`src/rtl/prio_enc_rr_pkg.sv`:
```
// Shared definitions for the registered round-robin priority encoder.
// Mode encodings are common to RTL and bench.
package prio_enc_rr_pkg;

    typedef enum logic [1:0] {
        MODE_MSB = 2'b00,
        MODE_LSB = 2'b01,
        MODE_RR  = 2'b10,
        MODE_RSV = 2'b11
    } mode_e;

endpackage

```
`src/rtl/prio_enc_rr_if.sv`:
```
// Request/result bundle for prio_enc_rr.
// The slave side is the encoder; the master side drives requests.
interface prio_enc_rr_if #(
    parameter int N = 8
);
    localparam int W = $clog2(N);

    logic [1:0]   mode;
    logic [N-1:0] req;
    logic         out_ready;
    logic         out_valid;
    logic [W-1:0] out_idx;
    logic [N-1:0] out_onehot;

    modport slave (
        input  mode,
        input  req,
        input  out_ready,
        output out_valid,
        output out_idx,
        output out_onehot
    );

    modport master (
        output mode,
        output req,
        output out_ready,
        input  out_valid,
        input  out_idx,
        input  out_onehot
    );
endinterface

```
`src/rtl/prio_enc_core.sv`:
```
// Combinational LSB-first encoder: lowest set bit index plus found flag.
// idx is 0 when nothing is set.
module prio_enc_core #(
    parameter int N = 8,
    localparam int W = $clog2(N)
) (
    input  logic [N-1:0] req_i,
    output logic [W-1:0] idx_o,
    output logic         found_o
);

    always_comb begin
        idx_o   = '0;
        found_o = 1'b0;
        for (int i = N - 1; i >= 0; i--) begin
            if (req_i[i]) begin
                idx_o   = W'(i);
                found_o = 1'b1;
            end
        end
    end

endmodule

```
`src/rtl/prio_enc_rr.sv`:
```
// Registered N-way priority encoder: MSB, LSB or round-robin grant,
// held in an output register behind a valid/ready handshake.
module prio_enc_rr #(
    parameter int N = 8
) (
    input logic          clk,
    input logic          rst_n,
    prio_enc_rr_if.slave bus
);
    import prio_enc_rr_pkg::*;

    localparam int W = $clog2(N);

    logic [N-1:0] req_rev;
    logic [N-1:0] req_msk;
    logic [W-1:0] idx_all;
    logic [W-1:0] idx_rev;
    logic [W-1:0] idx_msk;
    logic         fnd_all;
    logic         fnd_rev;
    logic         fnd_msk;

    logic [W-1:0] gnt_idx;
    logic         gnt_fnd;
    logic         is_rr;
    logic         is_lsb;
    logic         load;

    logic         valid_q, valid_d;
    logic [W-1:0] idx_q, idx_d;
    logic [W-1:0] ptr_q, ptr_d;
    logic [N-1:0] oh_q, oh_d;

    // MSB search reuses the LSB core on a reversed vector; RR masks below ptr
    always_comb begin
        req_rev = '0;
        req_msk = '0;
        for (int i = 0; i < N; i++) begin
            req_rev[i] = bus.req[N-1-i];
            req_msk[i] = bus.req[i] && (i >= int'(ptr_q));
        end
    end

    prio_enc_core #(.N(N)) u_all (
        .req_i   (bus.req),
        .idx_o   (idx_all),
        .found_o (fnd_all)
    );

    prio_enc_core #(.N(N)) u_rev (
        .req_i   (req_rev),
        .idx_o   (idx_rev),
        .found_o (fnd_rev)
    );

    prio_enc_core #(.N(N)) u_msk (
        .req_i   (req_msk),
        .idx_o   (idx_msk),
        .found_o (fnd_msk)
    );

    assign is_rr  = (bus.mode == MODE_RR);
    assign is_lsb = (bus.mode == MODE_LSB);

    always_comb begin
        gnt_idx = '0;
        gnt_fnd = 1'b0;
        unique case (1'b1)
            is_rr: begin
                gnt_fnd = fnd_all;
                gnt_idx = fnd_msk ? idx_msk : idx_all;
            end
            is_lsb: begin
                gnt_fnd = fnd_all;
                gnt_idx = idx_all;
            end
            default: begin
                gnt_fnd = fnd_rev;
                gnt_idx = W'(N - 1) - idx_rev;
            end
        endcase
    end

    assign load = !valid_q || bus.out_ready;

    always_comb begin
        valid_d = valid_q;
        idx_d   = idx_q;
        oh_d    = oh_q;
        ptr_d   = ptr_q;
        if (load) begin
            valid_d = gnt_fnd;
            idx_d   = gnt_fnd ? gnt_idx : '0;
            oh_d    = gnt_fnd ? (N'(1) << gnt_idx) : '0;
            if (is_rr && gnt_fnd) begin
                ptr_d = (gnt_idx == W'(N - 1)) ? '0 : gnt_idx + W'(1);
            end
        end
    end

    always_ff @(posedge clk) begin
        if (!rst_n) begin
            valid_q <= 1'b0;
            idx_q   <= '0;
            oh_q    <= '0;
            ptr_q   <= '0;
        end else begin
            valid_q <= valid_d;
            idx_q   <= idx_d;
            oh_q    <= oh_d;
            ptr_q   <= ptr_d;
        end
    end

    assign bus.out_valid  = valid_q;
    assign bus.out_idx    = idx_q;
    assign bus.out_onehot = oh_q;

endmodule
```
`src/flat_wrapper.sv`:
```
// flat-port wrapper written by rule: the top's interface ports become plain ports
module prio_enc_rr_flat import prio_enc_rr_pkg::*;
#(
    parameter int N = 8
)
  (clk, rst_n, bus_mode, bus_req, bus_out_ready, bus_out_valid, bus_out_idx, bus_out_onehot);
  prio_enc_rr_if #(.N(N)) bus_i ();
  input logic clk;
  input logic rst_n;
  input wire logic [$bits(bus_i.mode)-1:0] bus_mode;
  input wire logic [$bits(bus_i.req)-1:0] bus_req;
  input wire logic [$bits(bus_i.out_ready)-1:0] bus_out_ready;
  output wire logic [$bits(bus_i.out_valid)-1:0] bus_out_valid;
  output wire logic [$bits(bus_i.out_idx)-1:0] bus_out_idx;
  output wire logic [$bits(bus_i.out_onehot)-1:0] bus_out_onehot;
  assign bus_i.mode = bus_mode;
  assign bus_i.req = bus_req;
  assign bus_i.out_ready = bus_out_ready;
  assign bus_out_valid = bus_i.out_valid;
  assign bus_out_idx = bus_i.out_idx;
  assign bus_out_onehot = bus_i.out_onehot;
  prio_enc_rr #(.N(N)) u_core (.clk(clk), .rst_n(rst_n), .bus(bus_i));
endmodule
```
`config.mk`:
```
export PLATFORM = sky130hd
export DESIGN_NAME = prio_enc_rr_flat
export DESIGN_NICKNAME = d
export VERILOG_FILES = /design/src/rtl/prio_enc_rr_pkg.sv /design/src/rtl/prio_enc_rr_if.sv /design/src/rtl/prio_enc_core.sv /design/src/rtl/prio_enc_rr.sv /design/src/flat_wrapper.sv
export SDC_FILE = /design/constraint.sdc
export NUM_CORES = 1
export LEC_CHECK = 0
export ABC_CLOCK_PERIOD_IN_PS = 3200
export BUFFER_PORTS_ARGS = -buffer_cell sky130_fd_sc_hd__buf_2
export CORE_ASPECT_RATIO = 0.7
export CORE_MARGIN = 4
export CORE_UTILIZATION = 30
export DETAILED_ROUTE_END_ITERATION = 16
export HOLD_SLACK_MARGIN = 0.06
export PLACE_DENSITY = 0.49
export SYNTH_ARGS = -nofsm -noshare
export SYNTH_HDL_FRONTEND = slang
export SYNTH_SLANG_ARGS = --single-unit
export TNS_END_PERCENT = 50
```
`constraint.sdc`:
```
create_clock -name clk -period 3.2 [get_ports clk]
set_input_delay 0.8 -clock clk [delete_from_list [all_inputs] [get_ports clk]]
set_output_delay 0.8 -clock clk [all_outputs]
set_load 0.02 [all_outputs]
```
# Word level (Yosys, flattened, before mapping)
# Index checks and enable logic that the tools add are counted.
totals:
  output_inout_bits: 12
  elab_cells: 81
  ff_bits: 15
  in_bits: 13
classes:
  eq_ne: 3
  n_shift: 1
  n_addsub: 2
  n_mux: 52
  reduce_logical: 12
  n_lt_le_gt_ge: 7
ops:
  columns: ["operator", "count"]
  rows:
  - ["$mux 3", 26]
  - ["$mux 1", 24]
  - ["$ge 3x3->1 const A", 3]
  - ["$logic_and 1x1->1", 8]
  - ["$mux 8", 1]
  - ["$shl 1x3->8 const A", 1]
  - ["$ge 1x3->1 const A", 2]
  - ["$ge 2x3->1 const A", 2]
  - ["$pmux 3 s2", 1]
  - ["$add 3x1->3 const B", 1]
  - ["$eq 3x3->1 const B", 1]
  - ["$sub 3x3->3 const A", 1]
  - ["$eq 2x1->1 const B", 1]
  - ["$eq 2x2->1 const B", 1]
  - ["$reduce_and 2->1", 1]
  - ["$reduce_or 2->1", 1]
  - ["$logic_not 1->1", 1]
  - ["$logic_or 1x1->1", 1]

# Depth between registers and ports, before layout
# Gate-level depths: netlist (run 1).
depth:
  word_depth: 13
  mapped_depth: 12
  ltp_nobuf: 12

# Cells and area by module
# A second synthesis (run 1) with hierarchy kept.
unflattened:
  cells_unflattened: 128
  hier_area_um2: 1099.8
by_module_without_submodules:
  columns: ["mod", "seq_area_each_um2", "cells_each", "n_inst", "area_each_um2"]
  rows:
  - ["prio_enc_rr", 300.3, 89, 1, 859.6]
  - ["prio_enc_core", 0.0, 13, 3, 80.1]

# Worst setup path before layout (run 1)
# No wires, ideal clock.
synth_timing:
  path_kind: "input port to flip-flop"
  start: "input bus_mode[0]"
  end: "register u_core.ptr_q[2]"
  n_path_buf: 0
  required_ps: 3084
  setup_slack_ps: 410
  stages: 12
  t_arrival_ps: 2674
  setup_ps: 116
  path_cell_list: "inv_1 > ha_1 > o21ai_0 > o21ai_1 > a41oi_1 > nor2_1 > o31ai_1 > inv_1 > ha_1 > ha_1 > mux2i_1 > nor2b_1"
synth_via:
  elab_chain_cells: 5
  elab_cells_between_ends: 10
  classes_between: "1 x add/sub; 3 x eq/ne; 3 x mux; 3 x reduce/logical"
synth_lines:
  columns: ["element", "line", "text"]
  rows:
  - ["from (decl)", "flat_wrapper.sv:10", "input wire logic [$bits(bus_i.mode)-1:0] bus_mode;"]
  - ["branches (longest 5 deep; another with $add 3x1->3)", null, null]
  - ["to (signal assigned)", "prio_enc_rr.sv:111", "ptr_q <= ptr_d;"]
  - ["to (decl)", "prio_enc_rr.sv:31", "logic [W-1:0] ptr_q, ptr_d;"]
# Parallel ways; which one is timed is not known.
# A chain may end at the register's enable or synchronous reset.

# Worst setup path after layout (run 1)
layout_timing:
  start: "input bus_req[5]"
  end: "register u_core.ptr_q[2]"
layout_via:
  elab_chain_cells: 11
  elab_cells_between_ends: 40
  classes_between: "2 x add/sub; 1 x eq/ne; 34 x mux; 3 x reduce/logical"
layout_lines:
  columns: ["element", "line", "text"]
  rows:
  - ["from (decl)", "flat_wrapper.sv:11", "input wire logic [$bits(bus_i.req)-1:0] bus_req;"]
  - ["$logic_and 1x1->1", "prio_enc_rr.sv:40", "req_msk[i] = bus.req[i] && (i >= int'(ptr_q));"]
  - ["$mux 3 / $mux 1 (equally long branches) (6 in a row)", "prio_enc_core.sv:16", "if (req_i[i]) begin"]
  - ["$mux 3", "prio_enc_rr.sv:71", "gnt_idx = fnd_msk ? idx_msk : idx_all;"]
  - ["$pmux 3 s2", "prio_enc_rr.sv:68", "unique case (1'b1)"]
  - ["$add 3x1->3 / $eq 3x3->1 (equally long branches)", "prio_enc_rr.sv:96", "ptr_d = (gnt_idx == W'(N - 1)) ? '0 : gnt_idx + W'(1);"]
  - ["$mux 3", "prio_enc_rr.sv:96", null]
# Parallel ways exist; a longest one is shown, timed or not.

==> results of run 1 <==
## cell families after synthesis
| group | share of synthesized area |
|---|---|
| AOI/OAI and AO/OA | 0.2826 |
| adders and majority gates | 0.08830 |
| buffers and inverters | 0.05519 |
| DFF | 0.2649 |
| muxes | 0.01766 |
| and+or+nand+nor | 0.2914 |
## worst paths after layout
path	depth (start not counted)	endpoint	startpoint	slack (ps)
max	11	u_core.ptr_q[2]	bus_req[5]	420
min	2	u_core.bus.out_onehot[2]	u_core.bus.out_onehot[2]	450
max reg2reg	10	u_core.ptr_q[2]	u_core.ptr_q[1]	660
min reg2reg	2	u_core.bus.out_onehot[2]	u_core.bus.out_onehot[2]	450
## routing by layer
metal / vias to the layer above / global-route usage / share of wire
met5: - / 0 / 0
met4: 0 / 0.01446 / 0
met3: 0 / 0.03951 / 0.052
met2: 25 / 0.1914 / 0.40
met1: 501 / 0.1995 / 0.55
li1: 569 / - / -
## cell type report
type                    count  area, µm²
flip-flops and latches     15      300.3
inverters                   9      33.78
repair buffers             27      142.6
fillers                   373       2225
clock inverters             1      5.005
well taps                  50      62.56
clock buffers               3      41.29
multi-input cells         114      770.7
## state kept, by name, indices dropped and copies added, names as in the netlist
signal                 cells
u_core.bus.out_valid       1
u_core.bus.out_idx         3
u_core.bus.out_onehot      8
u_core.ptr_q               3
## power groups by stage
| stage | clock network, µW | registers (µW) | logic (µW) |
|---|---|---|---|
| after global routing | 168 | 215 | 177 |
| final | 150 | 212 | 157 |
| after CTS | 157 | 212 | 159 |
| after global placement | 0 | 216 | 156 |
| after detailed placement | 0 | 217 | 157 |
| after floorplan | 0 | 223 | 92.5 |
## tightest hold or removal path, delay by kind of cell (launching register included)
family          cells  cell delay, ps
compound gates      1              50
simple gates        1              50
flops               1             310
## cells in the final DEF, fill, tap and decap left out, types with 2 or more instances in the layout
cell type	netlist	layout
nand3_1	8	8
mux2i_1	2	2
a211o_1	2	2
nor3_1	2	2
a21oi_1	8	8
and2_1	5	5
a21boi_0	5	5
a311oi_1	2	2
a21boi_1	3	3
and3_1	2	2
buf_2	2	24
clkbuf_8	0	3
o21ai_0	9	9
buf_4	0	3
nor2_1	7	7
a32o_1	2	2
o31ai_1	2	2
ha_1	8	8
nand2b_1	10	10
inv_1	9	9
o21ai_1	2	2
dfxtp_1	15	15
nand2_1	13	13
nand4_1	5	5
nor2b_1	5	5
## per-stage QoR
stage | util | area, µm²
floorplan | - | 1134
global placement | 0.3658 | 1310
detailed placement | 0.3658 | 1310
CTS | 0.3788 | 1356
global route | 0.3788 | 1356
finish | 0.3788 | 1356
==> flow_summary.ini, run 1 <==
[finish]
antenna_cells = 0
drive_above_1_share = 0.1953
fin_nets = 191
finalNonFillerCells = 219
areaGrowthSynthToFinish_pct = 19.65

[floorplan]
initial_core_util = 0.3166
die_h_um = 59.43
core_um2 = 3581
die-area_um2 = 4842
rows = 18
die_x_um = 81.47
io_pins = 25

[cts]
cts_tree = built
cts_root_buf = clkbuf_8
ctsResizeCount = 0
cts_max_level = 1
holdBufCountCts = 0
cts_setup_buffers = 0
clk_latency_ps = 250
cts.path.max_buffers = 2
numClockSinks = 15
clk_pin_slew_ps = 60
cts_buffers = 3

[timing]
rsz0062_at_grt = no
period_share = 0.8693
slew_viol_final = 0
whs_ps = 449.4
fin_worst_skew_ps = 4.771
period_minus_slack_ps = 2782
finalHoldViolations = 0
tns_ps = 0
fmax_ghz = 0.3595
setup_violations = 0
slew_headroom = 0.4701
worst_slack_ps = 418.3
tightest_slew_ps = 793.2

[power]
p_seq_frac = 0.409
combPwrFrac = 0.302
clkPwrFrac = 0.289
swShare = 0.3256
p_int_uw = 349.9
p_per_area_nw_per_um2 = 382.5
total_power_uw = 518.8
leakagePower_uw = 0.0005739
switchingPower_uw = 168.9
peakVddDrop_mv = 0.1856

[min_path]
hold_class = reg2reg

[synth]
syn-num-nets = 166
ys_ff_latch = 15
netlist_area_um2 = 1134
async_reset_ff_frac = 0
seq_area_frac_synth = 0.2649
synth_cells = 145
synth_top_area_cell = dfxtp_1
synthTopCellsByCount = 15 x dfxtp_1, 13 x nand2_1, 10 x nand2b_1
synth_cell_types = 36
synth_edf_count = 0
synth_top_area_frac = 0.2649
synth_area_leaders = dfxtp_1 26%, ha_1 8.8%, nand2b_1 5.5%
yosysMostFrequentCell = dfxtp_1
yosysWarnings = 0
yosys_most_used_dff = dfxtp_1
postSynthAreaPerCell_um2 = 7.818

[worst_setup_path]
cp.buffers_inverters = 2
crit_slowest_cell = a311oi_1
cp-end-kind = flop
path_class = in2reg
arrival_ps = 2920
worstPathMaxFanout = 8
path_delay_family = compound AO/OA/AOI/OAI gates
start_kind = primary input
crit_top_cell = ha_1
crit_chain = buf_2, a2bb2oi_1, o21ai_0, and3_1, a311oi_1, a21boi_0, buf_4, ha_1, ha_1, mux2i_1, nor2b_1
required_ps = 3340
max_stage_delay_ps = 340

[flow_run]
maxCapViolCount = 0

[global_routing]
grt_pass1_vias = 1031
grt_max_degree = 17
track_usage = 0.1332
antenna_found_initial = 0
grt_pass1_wl_mm = 5.009
overflow = 0

[route]
vias = 1095
routed_wl_mm = 2.940
viasPerCell = 5.000
drc = 0
final_antenna_net_count = 0
drt_first_pass_iters = 4
drt-initial-drc-count = 111
avgRoutedWirePerCell_um = 13.42

[place]
portBuffers = 24
placed_cells = 215
gp_congestion = 0.9327
dp_hpwl_mm = 2.338
dp_slack_ps = 173.4

[outcome]
status = completed
Note: power is estimated with default switching activity, not from simulation.
==> inputs of run 2 (changes only) <==
--- a/config.mk
+++ b/config.mk
@@ -6,7 +6,7 @@
 export NUM_CORES = 1
 export LEC_CHECK = 0
 export ABC_CLOCK_PERIOD_IN_PS = 3200
-export BUFFER_PORTS_ARGS = -buffer_cell sky130_fd_sc_hd__buf_2
+export BUFFER_PORTS_ARGS = -buffer_cell sky130_fd_sc_hd__clkbuf_2
 export CORE_ASPECT_RATIO = 0.7
 export CORE_MARGIN = 4
 export CORE_UTILIZATION = 30
==> run 2 against run 1 <==
Compared with the run above: sequential power is essentially flat; power is 0.80% higher; die area unchanged; flip-flop and latch count unchanged; combinational power about the same; via count increased by 1.8%; worst setup slack lost 13 ps.
==> flow_summary.ini, run 2 (synthesized netlist as in run 1, its figures left out) <==
[finish]
fillers = 379
largest_register_ffs = 8
final_common_cell = clkbuf_2
finalNonFillerCells = 219
areaGrowthSynthToFinish_pct = 19.54
layout_common_cells = 24 x clkbuf_2, 15 x dfxtp_1, 13 x nand2_1
design_area_um2 = 1355
antenna_cells = 0
multiInputGateArea_um2 = 770.7
drive_above_1_share = 0.1893
final-seq-area_um2 = 300.3
fin_nets = 191

[worst_setup_path]
arrival_ps = 2940
crit_slowest_cell = o21bai_1
path_delay_family = compound AO/OA/AOI/OAI gates
max_stage_delay_ps = 450
worstPathMaxFanout = 8
path_class = in2reg
cp-end-kind = flop
crit_chain = clkbuf_2, a21boi_0, o21bai_1, and3_1, a311oi_1, a21boi_0, buf_4, ha_1, ha_1, mux2i_1, nor2b_1
start_kind = primary input
cp.buffers_inverters = 2
required_ps = 3340

[timing]
fmax_ghz = 0.3578
slew_viol_final = 0
slew_headroom = 0.4931
finalHoldViolations = 0
tightest_slew_ps = 758.7
period_minus_slack_ps = 2795
tns_ps = 0
rsz0062_at_grt = no
period_share = 0.8735
setup_violations = 0
fin_worst_skew_ps = 0.4199

[power]
p_per_area_nw_per_um2 = 385.9
leakagePower_uw = 0.0005660
total_power_uw = 522.9
peakVddDrop_mv = 0.1981

[cts]
holdBufCountCts = 0
cts.path.max_buffers = 2
cts_setup_buffers = 0
clk_latency_ps = 250
cts_buffers = 3
clk_pin_slew_ps = 60
cts_max_level = 1
cts_tree = built
cts_root_buf = clkbuf_8
ctsResizeCount = 0
numClockSinks = 15

[floorplan]
die_x_um = 81.47
rows = 18
core_um2 = 3581
die-area_um2 = 4842
io_pins = 25
die_h_um = 59.43
initial_core_util = 0.3166

[place]
dp_hpwl_mm = 2.237
portBuffers = 24
placed_area_um2 = 1310
gp_congestion = 0.8458
placed_cells = 215

[route]
viasPerCell = 5.091
drt_first_pass_iters = 4
final_antenna_net_count = 0
drt-initial-drc-count = 103
avgRoutedWirePerCell_um = 12.91
vias = 1115
drc = 0
routed_wl_mm = 2.827

[flow_run]
maxCapViolCount = 0

[global_routing]
antenna_found_initial = 0
grt_max_degree = 17
track_usage = 0.1278
overflow = 0
grt_pass1_vias = 1071
grt_pass1_wl_mm = 4.802

[min_path]
hold_class = reg2reg

[outcome]
status = completed
[run 2: cell count changes in the layout (fill, tap and decap cells not counted)]
cell,delta
buf_2,-24
clkbuf_2,+24
clkinv_2,-1
clkbuf_1,+1
[run 2: stage by stage]
stage,setup slack (ps),util,hold slack [ps]
after global placement,247.5,0.3658,445.2
after global routing,247.8,0.3784,480.0
after floorplan,409.8,-,529.1
after detailed placement,176.5,0.3658,445.5
after CTS,435.5,0.3784,454.6
final,404.9,0.3784,450.5
[run 2: worst register-to-register path, stage by stage, from the launching register on]
cell and delay (ps):
dfxtp_1 500, a21boi_0 140, o21bai_1 450, and3_1 260
a311oi_1 110, a21boi_0 250, buf_4 170, ha_1 170
ha_1 230, mux2i_1 130, nor2b_1 60
[run 2: final timing paths]
| path | endpoint | from | cells after the start | slack [ps] |
|---|---|---|---|---|
| setup reg to reg | u_core.ptr_q[2] | u_core.ptr_q[1] | 10 | 610 |
| hold reg to reg | u_core.bus.out_onehot[1] | u_core.bus.out_onehot[1] | 2 | 450 |
| setup / recovery | u_core.ptr_q[2] | bus_req[2] | 11 | 400 |
| hold / removal | u_core.bus.out_onehot[1] | u_core.bus.out_onehot[1] | 2 | 450 |
[run 2: layout make-up]
cell class                      instances  area share
Sequential cell                        15      0.2216
Timing Repair Buffer                   27      0.1053
Clock buffer                            4     0.03324
Inverter                                9     0.02493
Tap cell                               50     0.04617
Multi-Input combinational cell        114      0.5688
[run 2: report_power, final]
group	internal (µW)	total, µW	leakage [µW]	switching [µW]
combinational	63.2	154	0.000420	91.0
clock	88.2	156	0.0000228	67.5
sequential	200	213	0.000123	13.0
[run 2: per-layer routing]
layer | share of wire | up-vias | track usage
li1 | - | 568 | -
met4 | 0.0096 | 0 | 0.03855
met2 | 0.41 | 39 | 0.1810
met1 | 0.52 | 504 | 0.1826
met5 | 0 | - | 0
met3 | 0.070 | 4 | 0.04103
